### src/rtl/phase_scheduler.sv
// Timestep sequencer: runs a conv phase then a pool phase, owning the BRAM arbiter
// phase select, with quiet-bus drain windows, RUN-state timeout and abort.
module phase_scheduler #(
  parameter int unsigned DRAIN_CYCLES   = 4,
  parameter int unsigned TIMEOUT_CYCLES = 65535,
  parameter int unsigned STEP_BITS      = 16
) (
  input  logic                 clk,
  input  logic                 rst_n,
  input  logic                 start,
  input  logic                 abort,
  input  logic                 conv_done,
  input  logic                 pool_done,
  input  logic                 arb_active,
  output logic                 conv_start,
  output logic                 pool_start,
  output logic                 conv_or_pool,
  output logic                 enable,
  output logic                 busy,
  output logic                 done,
  output logic                 timeout,
  output logic [2:0]           phase,
  output logic [STEP_BITS-1:0] step_count
);

  typedef enum logic [2:0] {
    StIdle      = 3'd0,
    StConvStart = 3'd1,
    StConvRun   = 3'd2,
    StConvDrain = 3'd3,
    StPoolStart = 3'd4,
    StPoolRun   = 3'd5,
    StPoolDrain = 3'd6,
    StDone      = 3'd7
  } state_e;

  localparam logic [7:0]           DrainLast   = 8'(DRAIN_CYCLES - 1);
  localparam logic [15:0]          TimeoutLast = 16'(TIMEOUT_CYCLES - 1);
  localparam logic [STEP_BITS-1:0] StepOne     = STEP_BITS'(1);

  state_e                state_q, state_d;
  logic [7:0]            drain_cnt_q, drain_cnt_d;
  logic [15:0]           tmo_cnt_q, tmo_cnt_d;
  logic                  timeout_q, timeout_d;
  logic [STEP_BITS-1:0]  step_q, step_d;

  always_comb begin
    state_d     = state_q;
    drain_cnt_d = drain_cnt_q;
    tmo_cnt_d   = tmo_cnt_q;
    timeout_d   = timeout_q;
    step_d      = step_q;
    unique case (state_q)
      StIdle: begin
        if (start) begin
          state_d   = StConvStart;
          timeout_d = 1'b0;
        end
      end
      StConvStart: begin
        state_d   = StConvRun;
        tmo_cnt_d = '0;
      end
      StConvRun: begin
        // done beats a coincident timeout
        if (conv_done) begin
          state_d     = StConvDrain;
          drain_cnt_d = '0;
        end else if (tmo_cnt_q == TimeoutLast) begin
          state_d   = StDone;
          timeout_d = 1'b1;
        end else begin
          tmo_cnt_d = tmo_cnt_q + 16'd1;
        end
      end
      StConvDrain: begin
        if (arb_active) begin
          drain_cnt_d = '0;
        end else if (drain_cnt_q == DrainLast) begin
          state_d = StPoolStart;
        end else begin
          drain_cnt_d = drain_cnt_q + 8'd1;
        end
      end
      StPoolStart: begin
        state_d   = StPoolRun;
        tmo_cnt_d = '0;
      end
      StPoolRun: begin
        if (pool_done) begin
          state_d     = StPoolDrain;
          drain_cnt_d = '0;
        end else if (tmo_cnt_q == TimeoutLast) begin
          state_d   = StDone;
          timeout_d = 1'b1;
        end else begin
          tmo_cnt_d = tmo_cnt_q + 16'd1;
        end
      end
      StPoolDrain: begin
        if (arb_active) begin
          drain_cnt_d = '0;
        end else if (drain_cnt_q == DrainLast) begin
          state_d = StDone;
        end else begin
          drain_cnt_d = drain_cnt_q + 8'd1;
        end
      end
      StDone: begin
        state_d = StIdle;
        step_d  = step_q + StepOne;
      end
      default: state_d = StIdle;
    endcase
    // abort overrides everything, including a start in IDLE and the DONE-cycle increment
    if (abort) begin
      state_d   = StIdle;
      timeout_d = timeout_q;
      step_d    = step_q;
    end
  end

  always_ff @(posedge clk or negedge rst_n) begin
    if (!rst_n) begin
      state_q     <= StIdle;
      drain_cnt_q <= '0;
      tmo_cnt_q   <= '0;
      timeout_q   <= 1'b0;
      step_q      <= '0;
    end else begin
      state_q     <= state_d;
      drain_cnt_q <= drain_cnt_d;
      tmo_cnt_q   <= tmo_cnt_d;
      timeout_q   <= timeout_d;
      step_q      <= step_d;
    end
  end

  always_comb begin
    conv_start   = (state_q == StConvStart);
    pool_start   = (state_q == StPoolStart);
    conv_or_pool = !((state_q == StPoolStart) || (state_q == StPoolRun) ||
                     (state_q == StPoolDrain));
    enable       = (state_q != StIdle) && (state_q != StDone);
    busy         = (state_q != StIdle);
    done         = (state_q == StDone);
    timeout      = timeout_q;
    phase        = state_q;
    step_count   = step_q;
  end

endmodule
### config.mk
export PLATFORM = sky130hd
export DESIGN_NAME = phase_scheduler
export DESIGN_NICKNAME = d
export VERILOG_FILES = /design/src/rtl/phase_scheduler.sv
export SDC_FILE = /design/constraint.sdc
export NUM_CORES = 1
export LEC_CHECK = 0
export ABC_AREA = 1
export ABC_CLOCK_PERIOD_IN_PS = 4400
export BUFFER_PORTS_ARGS = -buffer_cell sky130_fd_sc_hd__buf_2
export CAP_MARGIN = 20
export CORE_UTILIZATION = 45
export DETAILED_ROUTE_END_ITERATION = 8
export PLACE_DENSITY_LB_ADDON = 0.12
export SLEW_MARGIN = 10
export SYNTH_ARGS = -nofsm -noshare
export SYNTH_HDL_FRONTEND = slang
export SYNTH_SLANG_ARGS = --single-unit
export TNS_END_PERCENT = 30
### constraint.sdc
create_clock -name clk -period 4.4 [get_ports clk]
set_input_delay 0.22 -clock clk [delete_from_list [all_inputs] [get_ports clk]]
set_output_delay 0.22 -clock clk [all_outputs]
set_load 0.005 [all_outputs]
After elaboration in Yosys (flattened, before gate mapping)
Cells that the tools add are included.
{"block": "totals", "register_bits": 44, "input_bits": 7, "wordCells": 70}
{"block": "classes", "n_addsub": 3, "eq_ne": 21, "n_mux": 24, "n_bitwise": 1, "reduce_logical": 16}
{"cell": "16-bit two-way mux", "count": 3}
{"cell": "16-bit case mux with 3 select lines", "count": 1}
{"cell": "16-bit by 1-bit adder with 16-bit output, second input constant", "count": 2}
{"cell": "8-bit two-way mux", "count": 4}
{"cell": "3-bit two-way mux", "count": 9}
{"cell": "3-bit case mux with 8 select lines", "count": 1}
{"cell": "8-bit case mux with 3 select lines", "count": 1}
{"cell": "3-bit != test, second input constant", "count": 7}
{"cell": "16-bit == test, second input constant", "count": 1}
{"cell": "3-bit == test, second input constant", "count": 4}
{"cell": "3-bit nonzero test", "count": 4}
{"cell": "2-bit != test, second input constant", "count": 5}
{"cell": "5-bit AND reduction", "count": 2}
{"cell": "8-bit by 1-bit adder with 8-bit output, second input constant", "count": 1}
{"cell": "8-bit by 2-bit == test with 1-bit output, second input constant", "count": 1}
{"cell": "3-bit by 2-bit == test with 1-bit output, second input constant", "count": 2}
{"cell": "1-bit two-way mux", "count": 4}
{"cell": "4-bit AND reduction", "count": 1}
{"cell": "2-bit OR reduction", "count": 2}
{"cell": "3-bit by 1-bit == test with 1-bit output, second input constant", "count": 1}
{"cell": "3-bit zero test", "count": 1}
{"cell": "1-bit case mux with 3 select lines", "count": 1}
{"cell": "3-bit AND reduction", "count": 1}
{"cell": "1-bit logical OR", "count": 2}
{"cell": "4 further kinds", "count": 4}

Depth between registers and ports, before layout
Gate-level depths: netlist (run 1).
{"block": "depth", "ltp_word": 5, "mapped_depth": 10, "mapped_depth_nobuf": 10}

Least setup slack after synthesis (run 1)
OpenSTA, ideal clock, no wires.
{"block": "synth_timing", "kind": "reg2reg", "from": "reg tmo_cnt_q[0]", "to": "reg tmo_cnt_q[5]", "setup_ps": 118, "arrival_ps": 1298, "slack_ps": 2984, "path_stages_with_launch": 11, "period_less_slack_ps": 1416, "path_cell_list": "dfrtp_1 inv_1 ha_1 nand2_1 nor2_1 nand3_1 nor2_1 nor2_1 buf_4 nand3b_1 nand2_1"}
{"block": "synth_between", "elab_chain_len": 4, "word_cells_on_any_way": 6, "cone_classes": "1 x add/sub; 1 x eq/ne; 4 x mux"}
{"element": "from (decl)", "line": "43", "rtl": "logic [15:0] tmo_cnt_q, tmo_cnt_d;"}
{"element": "from (signal assigned)", "line": "133", "rtl": "tmo_cnt_q <= tmo_cnt_d;"}
{"element": "16-bit by 1-bit adder with 16-bit output or 16-bit == test (tied branches)"}
{"element": "16-bit two-way mux (*)", "line": "69, 93"}
{"element": "16-bit two-way mux, on equally long branches", "line": "90, 66"}
{"element": "16-bit case mux with 3 select lines (*)", "line": "53", "rtl": "unique case (state_q)"}
Mark *: on every way between the ends. The rest lies on a longest branch, timed or not. The select of a mux whose other input is x is not followed.
A chain may end at the register's enable or synchronous reset.

Final worst setup path (run 1)
{"block": "layout_timing", "from": "reg state_q[2], in the netlist phase[2]", "to": "reg tmo_cnt_q[14]"}
{"block": "layout_between", "elab_chain_len": 4, "word_cells_on_any_way": 10, "cone_classes": "6 x eq/ne; 1 x mux; 3 x reduce/logical"}
{"element": "from (decl)", "line": "41", "rtl": "state_e state_q, state_d;"}
{"element": "from (signal assigned)", "line": "125", "rtl": "state_q <= StIdle;"}
{"element": "from (signal assigned)", "line": "131", "rtl": "state_q <= state_d;"}
{"element": "3-bit by 1-bit == test with 1-bit output or 3-bit == test (tied branches)", "line": "53"}
{"element": "2-bit OR reduction (no line)"}
{"element": "3-bit nonzero test (no line)"}
{"element": "3-bit AND reduction (no line)"}
Parallel ways exist; a longest one is shown, timed or not.

==> summary.txt, run 1 <==
Run status
  – Status: complete, no violations

Setup path
  – Crit. End Element: flip-flop
  – CP Launch Point: phase[2]
  – CP dominant cell by count: nor2_1
  – CP Data Required Time: approximately 4600 ps
  – Max stage delay cell, worst path: nor2_1
  – Critical R2R Launch: phase[2]
  – Worst path cell trace: inv_1, nand3_1, nor2_1, nor2_1, nor2_1, nand3_1, o21ai_0
  – Max FO, Critical Path: 12
  – Worst EP arrival: around 2300 ps
  – Cell family with most CP delay: simple AND/OR/NAND/NOR gates
  – Startpoint Class: flip-flop
  – Max incr delay on CP: roughly 600 ps
  – Crit path buffers/inverters: 1
  – Setup CP Type: flip-flop to flip-flop

Timing
  – Post-route setup TNS: 0 ps
  – Unrepaired setup endpoints after global routing: false
  – Final worst setup slack: roughly 2400 ps
  – Max-slew violations: 0
  – Fmax: roughly 490 MHz
  – Slew headroom: a little under half
  – Tmin final: between 2000 and 2500 ps
  – Fin crit share: 46.1%
  – Worst Skew: approximately 2.8 ps
  – Worst-Margin Slew: a little under 800 ps
  – Final Hold Vio Count: 0
  – Setup Viol. Count Final: 0

Routing
  – Met1 Routed Length: 3.24 mm
  – Final wirelength: roughly 6.5 mm
  – First DRT Iteration DRCs: between 90 and 100
  – Via count: around 2,700
  – Max layer used: met4
  – Routed wire per std cell: roughly 12 microns
  – Post-DRT Antenna Nets: 0
  – Wire length on met2: approximately 3.0 mm
  – DRC: 0
  – DR WL met3: 171 microns
  – Vias/cell: 5.03
  – Pre-antenna DRT Iters: 4

Clocking
  – CTS Buf Count: 5
  – CTS Buffer Depth: 2
  – Clk_lat worst skew: approximately 290 ps
  – Post-CTS Setup Inserts: 0
  – CTS tree: done
  – Sink Count: 44
  – Root Buffer: clkbuf_8
  – Clock transition at path regs: roughly 80 ps
  – Number of H-tree levels: 2

Die
  – I/O pins: 33
  – Die height: about 82 microns
  – Die W: between 80 and 90 microns
  – Core Area: a little over 6000 sq um
  – Initial Util: between 40% and 50%
  – Placement Rows: 28
  – Total Die Area: approximately 6800 sq um

Yosys
  – Post-synthesis mux area share: 0%
  – Avg Cell Area, Syn: just under 7 sq um
  – Mapped Cells: 430
  – Post-Synth Simple-Gate Area: approximately two fifths
  – Complex-gate fraction of the synthesized area: between 5 and 6%
  – Synth warn: 0
  – Synthesized net count: 441
  – Synth Cell Area: approximately 2900 sq um
  – Register area share after synthesis: 37.8%
  – Largest family of logic cells by synthesized area: simple AND/OR/NAND/NOR gates
  – Adder-Cell Fraction of Synth Area: about 1.7%
  – Post-synthesis xor/xnor area fraction: approximately 5%
  – Seq cells post-synth: 44
  – Synth cell types: 31

Final layout
  – Fin nets: about 480
  – Cell area after layout: between 3000 and 4000 sq um
  – Register Area: ~1100 sq um
  – Non-Filler Instances: about 540
  – Diode count: 0
  – Filler cells: approximately 640
  – Area delta synth->final: 11.4%
  – Most common cell after layout, fill and taps aside: nand2_1
  – Layout cell share with drive strength beyond 1: approximately 11%
  – Most frequent cells in the layout: nand2_1 (154), nor2_1 (53), inv_1 (50), dfrtp_1 (44), buf_2 (32)
  – Multi-input logic area: about 1600 sq um

Power and ir drop
  – Power Total: about 0.84 mW
  – Cell area power density: 258 nW/um^2
  – VDD IR max: around 0.17 mV
  – Leakage: about 1.7 nW

Place
  – Routability cong.: around 0.9
  – DP Area: about 3100 sq um
  – Detailed Place HPWL: 4.71 mm
  – Placed cells: about 530
  – Place WS: between 2000 and 2500 ps
  – Buffers on Ports: 32

Hold path
  – Worst Hold Class: input port to flip-flop
  – Hold wc startpoint: arb_active

Global route
  – Initial antenna violation count: 0
  – GR Util All Layers: approximately a fifth
  – Largest net degree at the start of global routing: 45
  – GRT overflow: 0
  – Vias in the first global route: about 2,500
  – First-pass GRT wire length: 11.1 mm

Run
  – Number of max-cap violations: 0
-- final timing paths --
path / slack, ps / endpoint / cells past startpoint
setup / recovery: 2370 / tmo_cnt_q[14] / 7
hold / removal: 220 / drain_cnt_q[0] / 4
setup reg to reg: 2370 / tmo_cnt_q[14] / 7
hold reg to reg: 510 / drain_cnt_q[7] / 2
max in group asynchronous: 3540 / drain_cnt_q[0] / 3
min in group asynchronous: 370 / tmo_cnt_q[11] / 2
-- worst register-to-register path, cell delays in order (launching register included) --
cell and delay, ps:
dfrtp_1 510, inv_1 200, nand3_1 160, nor2_1 160
nor2_1 80, nor2_1 610, nand3_1 120, o21ai_0 110
-- cell usage after synthesis --
cell,instances,area [sq um]
nor2_1,53,199
nand3b_1,6,45.0
nor3b_1,1,7.51
nor2_4,1,11.3
nor3_2,2,20.0
buf_4,3,22.5
o21ai_1,5,25.0
or2_2,1,6.26
o2bb2ai_1,1,8.76
buf_2,2,10.0
inv_2,1,3.75
a21o_1,1,7.51
xnor2_1,4,35.0
a31oi_1,1,6.26
o21ai_0,18,90.1
nand3_4,1,17.5
buf_6,1,11.3
xor2_1,13,114
nand3_1,31,155
o21bai_1,2,15.0
nor2_2,2,12.5
nand4_1,16,100
dfrtp_1,44,1100
nor3_1,5,25.0
inv_1,50,188
nand2_1,154,578
ha_1,4,50.1
nand2_2,2,12.5
o31ai_1,1,7.51
nand3_2,2,20.0
a21oi_1,2,10.0
-- timing repair --
| item | in CTS | in global routing |
|---|---|---|
| hold buffers | 0 | 1 |
| hold endpoints to repair | 0 | 15 |
| gates resized for setup | 0 | 0 |
-- cell families (layout without fill, tap and decap cells) --
kind of cell | after synthesis | in the layout
simple gates | 277 | 277
fa+ha+maj | 4 | 4
flops | 44 | 44
buf+inv | 57 | 93
compound gates | 31 | 31
xor+xnor | 17 | 17
-- power by group --
group / total, mW / switching, mW / internal [mW]
registers: 0.427 / 0.0130 / 0.414
logic: 0.147 / 0.102 / 0.0446
clock network: 0.265 / 0.140 / 0.126
-- metrics by stage --
stage	utilization, %	hold slack (ps)
4_1_cts	52.8	133
2_1_floorplan	-	-75.6
5_1_grt	53.3	235
3_3_place_gp	51.3	461
3_5_place_dp	51.3	459
6_report	53.3	219
-- routing by layer --
metal / up-vias / GRT usage (%)
met3: 3 / 3.30
met2: 41 / 35.5
met1: 1244 / 28.2
met4: 0 / 5.00
met5: - / 0
li1: 1432 / -
-- sequential cells by signal, summed over array words and instances (netlist names) --
name         count
drain_cnt_q      8
phase            3
step_count      16
timeout          1
tmo_cnt_q       16
-- area by class of cell --
type / instances / area share [%]
timing repair buffer: 34 / 5.86
sequential: 44 / 33.9
multi-input combinational: 329 / 48.6
tap: 75 / 2.89
inverter: 51 / 5.89
clock inverter: 2 / 0.308
clock buffer: 6 / 2.54
Note: power is estimated with default switching activity, not from simulation.
==> run 2, diff against run 1 <==
- ABC_CLOCK_PERIOD_IN_PS: 4400 -> 2100
- clock period: 4.4 -> 2.1 ns (I/O delays scaled with it)
==> run 2 against run 1 <==
Net effect: count of clock-buffer cells in the layout is the same; wire length rose by 5.1%; hold slack worse by 120 ps; first-iteration DRC count increased by 80%; utilization grew 0.92 points; cell count rose by 0.92%; register-to-register slack got worse by 2000 ps; sequential share of layout area shrank 0.58 points; sequential power increased by 110%; die area stayed put; largest cell class unchanged.
==> summary.txt, run 2 (synthesis results as in run 1) <==
Setup path
  – R2R cell count: 5 (was 7)
  – Worst EP arrival: 1910 ps (was 2250 ps)
  – Startpoint Class: flip-flop (unchanged)
  – Worst path cell trace: nand3_1, nor2_4, nand4_1, nor2_1, xor2_1 (was inv_1, nand3_1, nor2_1, nor2_1, nor2_1, nand3_1, o21ai_0)
  – Setup CP Type: flip-flop to flip-flop (unchanged)
  – CP Data Required Time: 2330 ps (was 4620 ps)
  – Crit. End Element: flip-flop (unchanged)
  – Max incr delay on CP: 490 ps (was 610 ps)
  – Max FO, Critical Path: 17 (was 12)
  – Max stage delay cell, worst path: dfrtp_1 (was nor2_1)

Final layout
  – Most common cell after layout, fill and taps aside: nand2_1 (unchanged)
  – Cell area after layout: 3300 sq um (was 3250 sq um)
  – Fin nets: 481 (was 476)
  – Layout cell share with drive strength beyond 1: 12.5% (was 11.4%)
  – Area delta synth->final: 13.3% (was 11.4%)
  – Most frequent cells in the layout: nand2_1 (154), nor2_1 (52), inv_1 (50), dfrtp_1 (44), buf_2 (32) (was nand2_1 (154), nor2_1 (53), inv_1 (50), dfrtp_1 (44), buf_2 (32))
  – Filler cells: 606 (was 642)
  – Diode count: 0 (unchanged)

Power and ir drop
  – Cell area power density: 585 nW/um^2 (was 258 nW/um^2)
  – VDD IR max: 0.325 mV (was 0.168 mV)
  – Leakage: 1.74 nW (was 1.71 nW)

Run
  – Number of max-cap violations: 0 (unchanged)

Global route
  – GR Util All Layers: 22.2% (was 21.1%)
  – GRT overflow: 0 (unchanged)
  – Initial antenna violation count: 0 (unchanged)
  – Vias in the first global route: 2,540 (was 2,518)
  – First-pass GRT wire length: 11.6 mm (was 11.1 mm)
  – Largest net degree at the start of global routing: 22 (was 45)

Clocking
  – CTS Buffer Depth: 2 (unchanged)
  – Sink Count: 44 (unchanged)
  – Clock transition at path regs: 90 ps (was 80 ps)
  – Number of H-tree levels: 2 (unchanged)
  – Clk_lat worst skew: 310 ps (was 290 ps)
  – Post-CTS Setup Inserts: 0 (unchanged)
  – CTS tree: done (unchanged)
  – CTS Buf Count: 5 (unchanged)
  – Root Buffer: clkbuf_8 (unchanged)

Die
  – I/O pins: 33 (unchanged)
  – Initial Util: 47.8% (unchanged)
  – Placement Rows: 28 (unchanged)
  – Total Die Area: 6800 sq um (unchanged)
  – Die W: 82.5 microns (unchanged)
  – Core Area: 6100 sq um (unchanged)
  – Die height: 82.5 microns (unchanged)

Timing
  – Unrepaired setup endpoints after global routing: false (unchanged)
  – Final Hold Vio Count: 0 (unchanged)
  – Slew headroom: 68.1% (was 47.8%)
  – Setup Viol. Count Final: 0 (unchanged)
  – Worst Skew: 9.07 ps (was 2.83 ps)
  – Max-slew violations: 0 (unchanged)
  – Fmax: 595 MHz (was 493 MHz)
  – Worst-Margin Slew: 479 ps (was 780 ps)
  – Fin crit share: 80.1% (was 46.1%)
  – Post-route setup TNS: 0 ps (unchanged)
  – Tmin final: 1680 ps (was 2030 ps)

Place
  – DP Area: 3170 sq um (was 3130 sq um)
  – Detailed Place HPWL: 5.13 mm (was 4.71 mm)
  – Buffers on Ports: 32 (unchanged)
  – Routability cong.: 0.896 (was 0.903)

Routing
  – Pre-antenna DRT Iters: 4 (unchanged)
  – DRC: 0 (unchanged)
  – Via count: 2,806 (was 2,720)
  – Routed wire per std cell: 12.4 microns (was 11.9 microns)
  – Post-DRT Antenna Nets: 0 (unchanged)
  – Final wirelength: 6.78 mm (was 6.45 mm)
  – First DRT Iteration DRCs: 171 (was 95)
  – Vias/cell: 5.14 (was 5.03)

Run status
  – Status: complete, no violations (unchanged)

Hold path
  – Hold path depth: 4 (unchanged)
  – Worst Hold Class: input port to flip-flop (unchanged)
## run 2: cell types whose count changed in the layout (fill, tap and decap cells not counted), sizes merged
cell / delta
bufinv: +1
clkinv: -1
buf: +5
## run 2: path summary, 6_finish.rpt
path | from | endpoint | slack (ps)
worst max register to register | phase[1] | step_count[8] | 420
worst min-delay path | arb_active | drain_cnt_q[0] | 100
worst max-delay path | phase[1] | step_count[8] | 420
min in group asynchronous | rst_n | step_count[2] | 280
worst min register to register | step_count[8] | step_count[8] | 520
max in group asynchronous | rst_n | tmo_cnt_q[0] | 1260
## run 2: layout make-up
cell class	instances	area [sq um]	share of cell area (%)
timing repair buffer	39	215	6.51
tap	75	93.8	2.84
sequential	44	1100	33.3
multi-input combinational	329	1580	47.9
clock inverter	2	38.8	1.17
clock buffer	6	82.6	2.50
inverter	51	191	5.79
## run 2: metrics by stage
stage	total power, mW	instances	util (%)	hold WS (ps)	worst slack (ps)
final	1.93	546	54.2	100	419
after global routing	2.03	546	54.2	133	247
after CTS	1.96	546	54.2	91.0	208
after detailed placement	1.25	537	52.0	97.4	228
after global placement	1.24	537	52.0	98.4	316
after floorplan	1.12	430	-	-191	684
## run 2: what timing repair did
action	in CTS	in global routing
gates resized for setup	0	1
setup endpoints to repair	0	3
hold buffers	1	0
endpoints found under the hold margin	19	0
## run 2: layer usage
layer | vias up | wire length [microns] | global-route usage (%)
met5 | - | 0 | 0
met4 | 0 | 90 | 7.59
met3 | 7 | 189 | 3.74
met2 | 49 | 3260 | 36.8
met1 | 1307 | 3250 | 29.4
li1 | 1443 | - | -
## run 2: report_power, final
part           internal (mW)  switching [mW]  total (mW)
combinational          0.111           0.230       0.341
sequential             0.867          0.0223       0.889
clock                  0.389           0.312       0.701
## run 2: worst max-delay path: cells and delay by family, from the launching register on
family                    cells  cell delay, ps
xor gates and xnor gates      1             150
DFF                           1             490
and+or+nand+nor               4             960
==> run 3, diff against run 2 <==
- ABC_CLOCK_PERIOD_IN_PS: 2100 -> 1500
- clock period: 2.1 -> 1.5 ns (I/O delays scaled with it)
==> run 3 against run 2 <==
Net effect: register-to-register slack got worse by 390 ps; sequential power rose by 39%; largest cell class unchanged; largest power group unchanged; utilization rose by 9.3 points.
==> summary.txt, run 3 (synthesis results as in run 1) <==
Clocking
  – Sink Count: 44 (unchanged)
  – CTS tree: done (unchanged)
  – CTS Buf Count: 5 (unchanged)
  – Clock transition at path regs: 90 ps (about the same)
  – Number of H-tree levels: 2 (unchanged)
  – Clk_lat worst skew: 300 ps (was 310 ps)
  – CTS Buffer Depth: 2 (unchanged)
  – Root Buffer: clkbuf_8 (unchanged)

Timing
  – Fin crit share: 97.8% (was 80.1%)
  – Slew headroom: 76.0% (was 68.1%)
  – Fmax: 682 MHz (was 595 MHz)
  – Worst-Margin Slew: 358 ps (was 479 ps)
  – Max-slew violations: 0 (unchanged)
  – Setup Viol. Count Final: 0 (unchanged)
  – Unrepaired setup endpoints after global routing: true (was false)
  – Tmin final: 1470 ps (was 1680 ps)
  – WHS: 64.3 ps (was 100 ps)
  – Worst Skew: 3.17 ps (was 9.07 ps)
  – Final Hold Vio Count: 0 (unchanged)

Run
  – Number of max-cap violations: 0 (unchanged)

Routing
  – First DRT Iteration DRCs: 167 (was 171)
  – DRC: 0 (unchanged)
  – Via count: 2,989 (was 2,806)
  – Routed wire per std cell: 12.4 microns (about the same)
  – Pre-antenna DRT Iters: 4 (unchanged)
  – Vias/cell: 5.03 (was 5.14)
  – Final wirelength: 7.36 mm (was 6.78 mm)
  – Post-DRT Antenna Nets: 0 (unchanged)

Die
  – Total Die Area: 6800 sq um (unchanged)
  – Die height: 82.5 microns (unchanged)
  – I/O pins: 33 (unchanged)
  – Placement Rows: 28 (unchanged)
  – Die W: 82.5 microns (unchanged)
  – Initial Util: 47.8% (unchanged)
  – Core Area: 6100 sq um (unchanged)

Final layout
  – Area delta synth->final: 32.7% (was 13.3%)
  – Most frequent cells in the layout: nand2_1 (150), inv_1 (46), dfrtp_1 (43), buf_4 (43), nor2_1 (40) (was nand2_1 (154), nor2_1 (52), inv_1 (50), dfrtp_1 (44), buf_2 (32))
  – Layout cell share with drive strength beyond 1: 26.4% (was 12.5%)
  – Fin nets: 530 (was 481)
  – Util after Layout: 63.5% (was 54.2%)
  – Diode count: 0 (unchanged)
  – Most common cell after layout, fill and taps aside: nand2_1 (unchanged)

Setup path
  – Worst path cell trace: buf_6, nand3_4, nor2_4, nand4_1, nor2_2, xor2_1 (was nand3_1, nor2_4, nand4_1, nor2_1, xor2_1)
  – Max incr delay on CP: 430 ps (was 490 ps)
  – Startpoint Class: flip-flop (unchanged)
  – Worst EP arrival: 1700 ps (was 1910 ps)
  – Max stage delay cell, worst path: dfrtp_1 (unchanged)
  – R2R cell count: 6 (was 5)
  – CP Data Required Time: 1730 ps (was 2330 ps)
  – Critical R2R Launch: phase[1] (unchanged)
  – Reg-to-reg critical path endpoint: step_count[8] (unchanged)
  – Max FO, Critical Path: 6 (was 17)
  – Crit. End Element: flip-flop (unchanged)
  – R2r setup slk: 30 ps (was 420 ps)
  – Setup CP Type: flip-flop to flip-flop (unchanged)

Hold path
  – Hold path depth: 4 (unchanged)
  – Hold wc startpoint: arb_active (unchanged)
  – Hold Path Sink: drain_cnt_q[0] (unchanged)
  – Worst Hold Class: input port to flip-flop (unchanged)

Place
  – Detailed Place HPWL: 5.14 mm (was 5.13 mm)
  – Buffers on Ports: 32 (unchanged)
  – Routability cong.: 0.872 (was 0.896)

Global route
  – Largest net degree at the start of global routing: 45 (was 22)
  – GR Util All Layers: 22.4% (was 22.2%)
  – First-pass GRT wire length: 11.5 mm (was 11.6 mm)
  – Vias in the first global route: 2,640 (was 2,540)
  – Initial antenna violation count: 0 (unchanged)
  – GRT overflow: 0 (unchanged)

Power and ir drop
  – Cell area power density: 695 nW/um^2 (was 585 nW/um^2)
  – Leakage: 1.99 nW (was 1.74 nW)
  – VDD IR max: 0.468 mV (was 0.325 mV)

Run status
  – Status: complete, no violations (unchanged)
run 3: changes by cell type in the layout (fill, tap and decap cells not counted), sizes merged:
cell,previous run,this run
clkinvlp,0,1
clkbuf,6,5
nand3,34,37
bufinv,1,0
buf,38,84
run 3: per-stage QoR:
step           std cells  cell area, sq um  setup TNS [ps]  power (mW)  setup WS [ps]
2_1_floorplan        430              2920               0        1.57           83.9
4_1_cts              587              3600           -34.4        2.59          -14.5
3_3_place_gp         578              3490           -1700        1.81           -144
3_5_place_dp         578              3490           -2120        1.82           -202
6_report             594              3870               0        2.69           32.7
5_1_grt              594              3870           -1080        2.84          -82.7
run 3: per-layer routing:
metal | GRT usage [%] | vias up | routed length, microns
met1 | 28.7 | 1358 | 3300
met2 | 38.2 | 59 | 3620
met5 | 0 | - | 0
li1 | - | 1559 | -
met4 | 7.41 | 0 | 150
met3 | 3.63 | 13 | 292
run 3: layout make-up:
cell class	instances	area [sq um]
timing repair buffer	85	612
multi-input combinational	332	1780
inverter	51	199
tap	75	93.8
fill	563	2230
sequential	44	1100
clock buffer	5	68.8
clock inverter	2	12.5
run 3: critical path: cells and delay by family, from the launching register on:
kind | cells | cell delay (ps)
AND/OR/NAND/NOR | 4 | 670
XOR/XNOR | 1 | 140
buffers and inverters | 1 | 160
flip-flops | 1 | 430
run 3: power by group:
group          switching, mW  internal (mW)
Sequential            0.0249           1.21
Combinational          0.423          0.288
Clock                  0.424          0.316
Total                  0.871           1.82
run 3: worst max-delay path by stage:
stage | cells past startpoint | from | end
detailed placement | 9 | tmo_cnt_q[0] | tmo_cnt_q[3]
finish | 6 | phase[1] | step_count[8]
floorplan | 10 | tmo_cnt_q[0] | tmo_cnt_q[5]
global placement | 9 | tmo_cnt_q[0] | tmo_cnt_q[14]
global route | 6 | phase[1] | step_count[8]
CTS | 7 | phase[1] | enable
run 3: what timing repair did:
| item | in CTS | in global routing |
|---|---|---|
| cloned | 0 | 3 |
| resized for setup | 5 | 54 |
| pin swaps | 1 | 15 |
| buffers inserted | 1 | 4 |
| hold endpoints to repair | 44 | 0 |
| endpoints found under the setup margin | 23 | 39 |
| hold buffers | 1 | 0 |
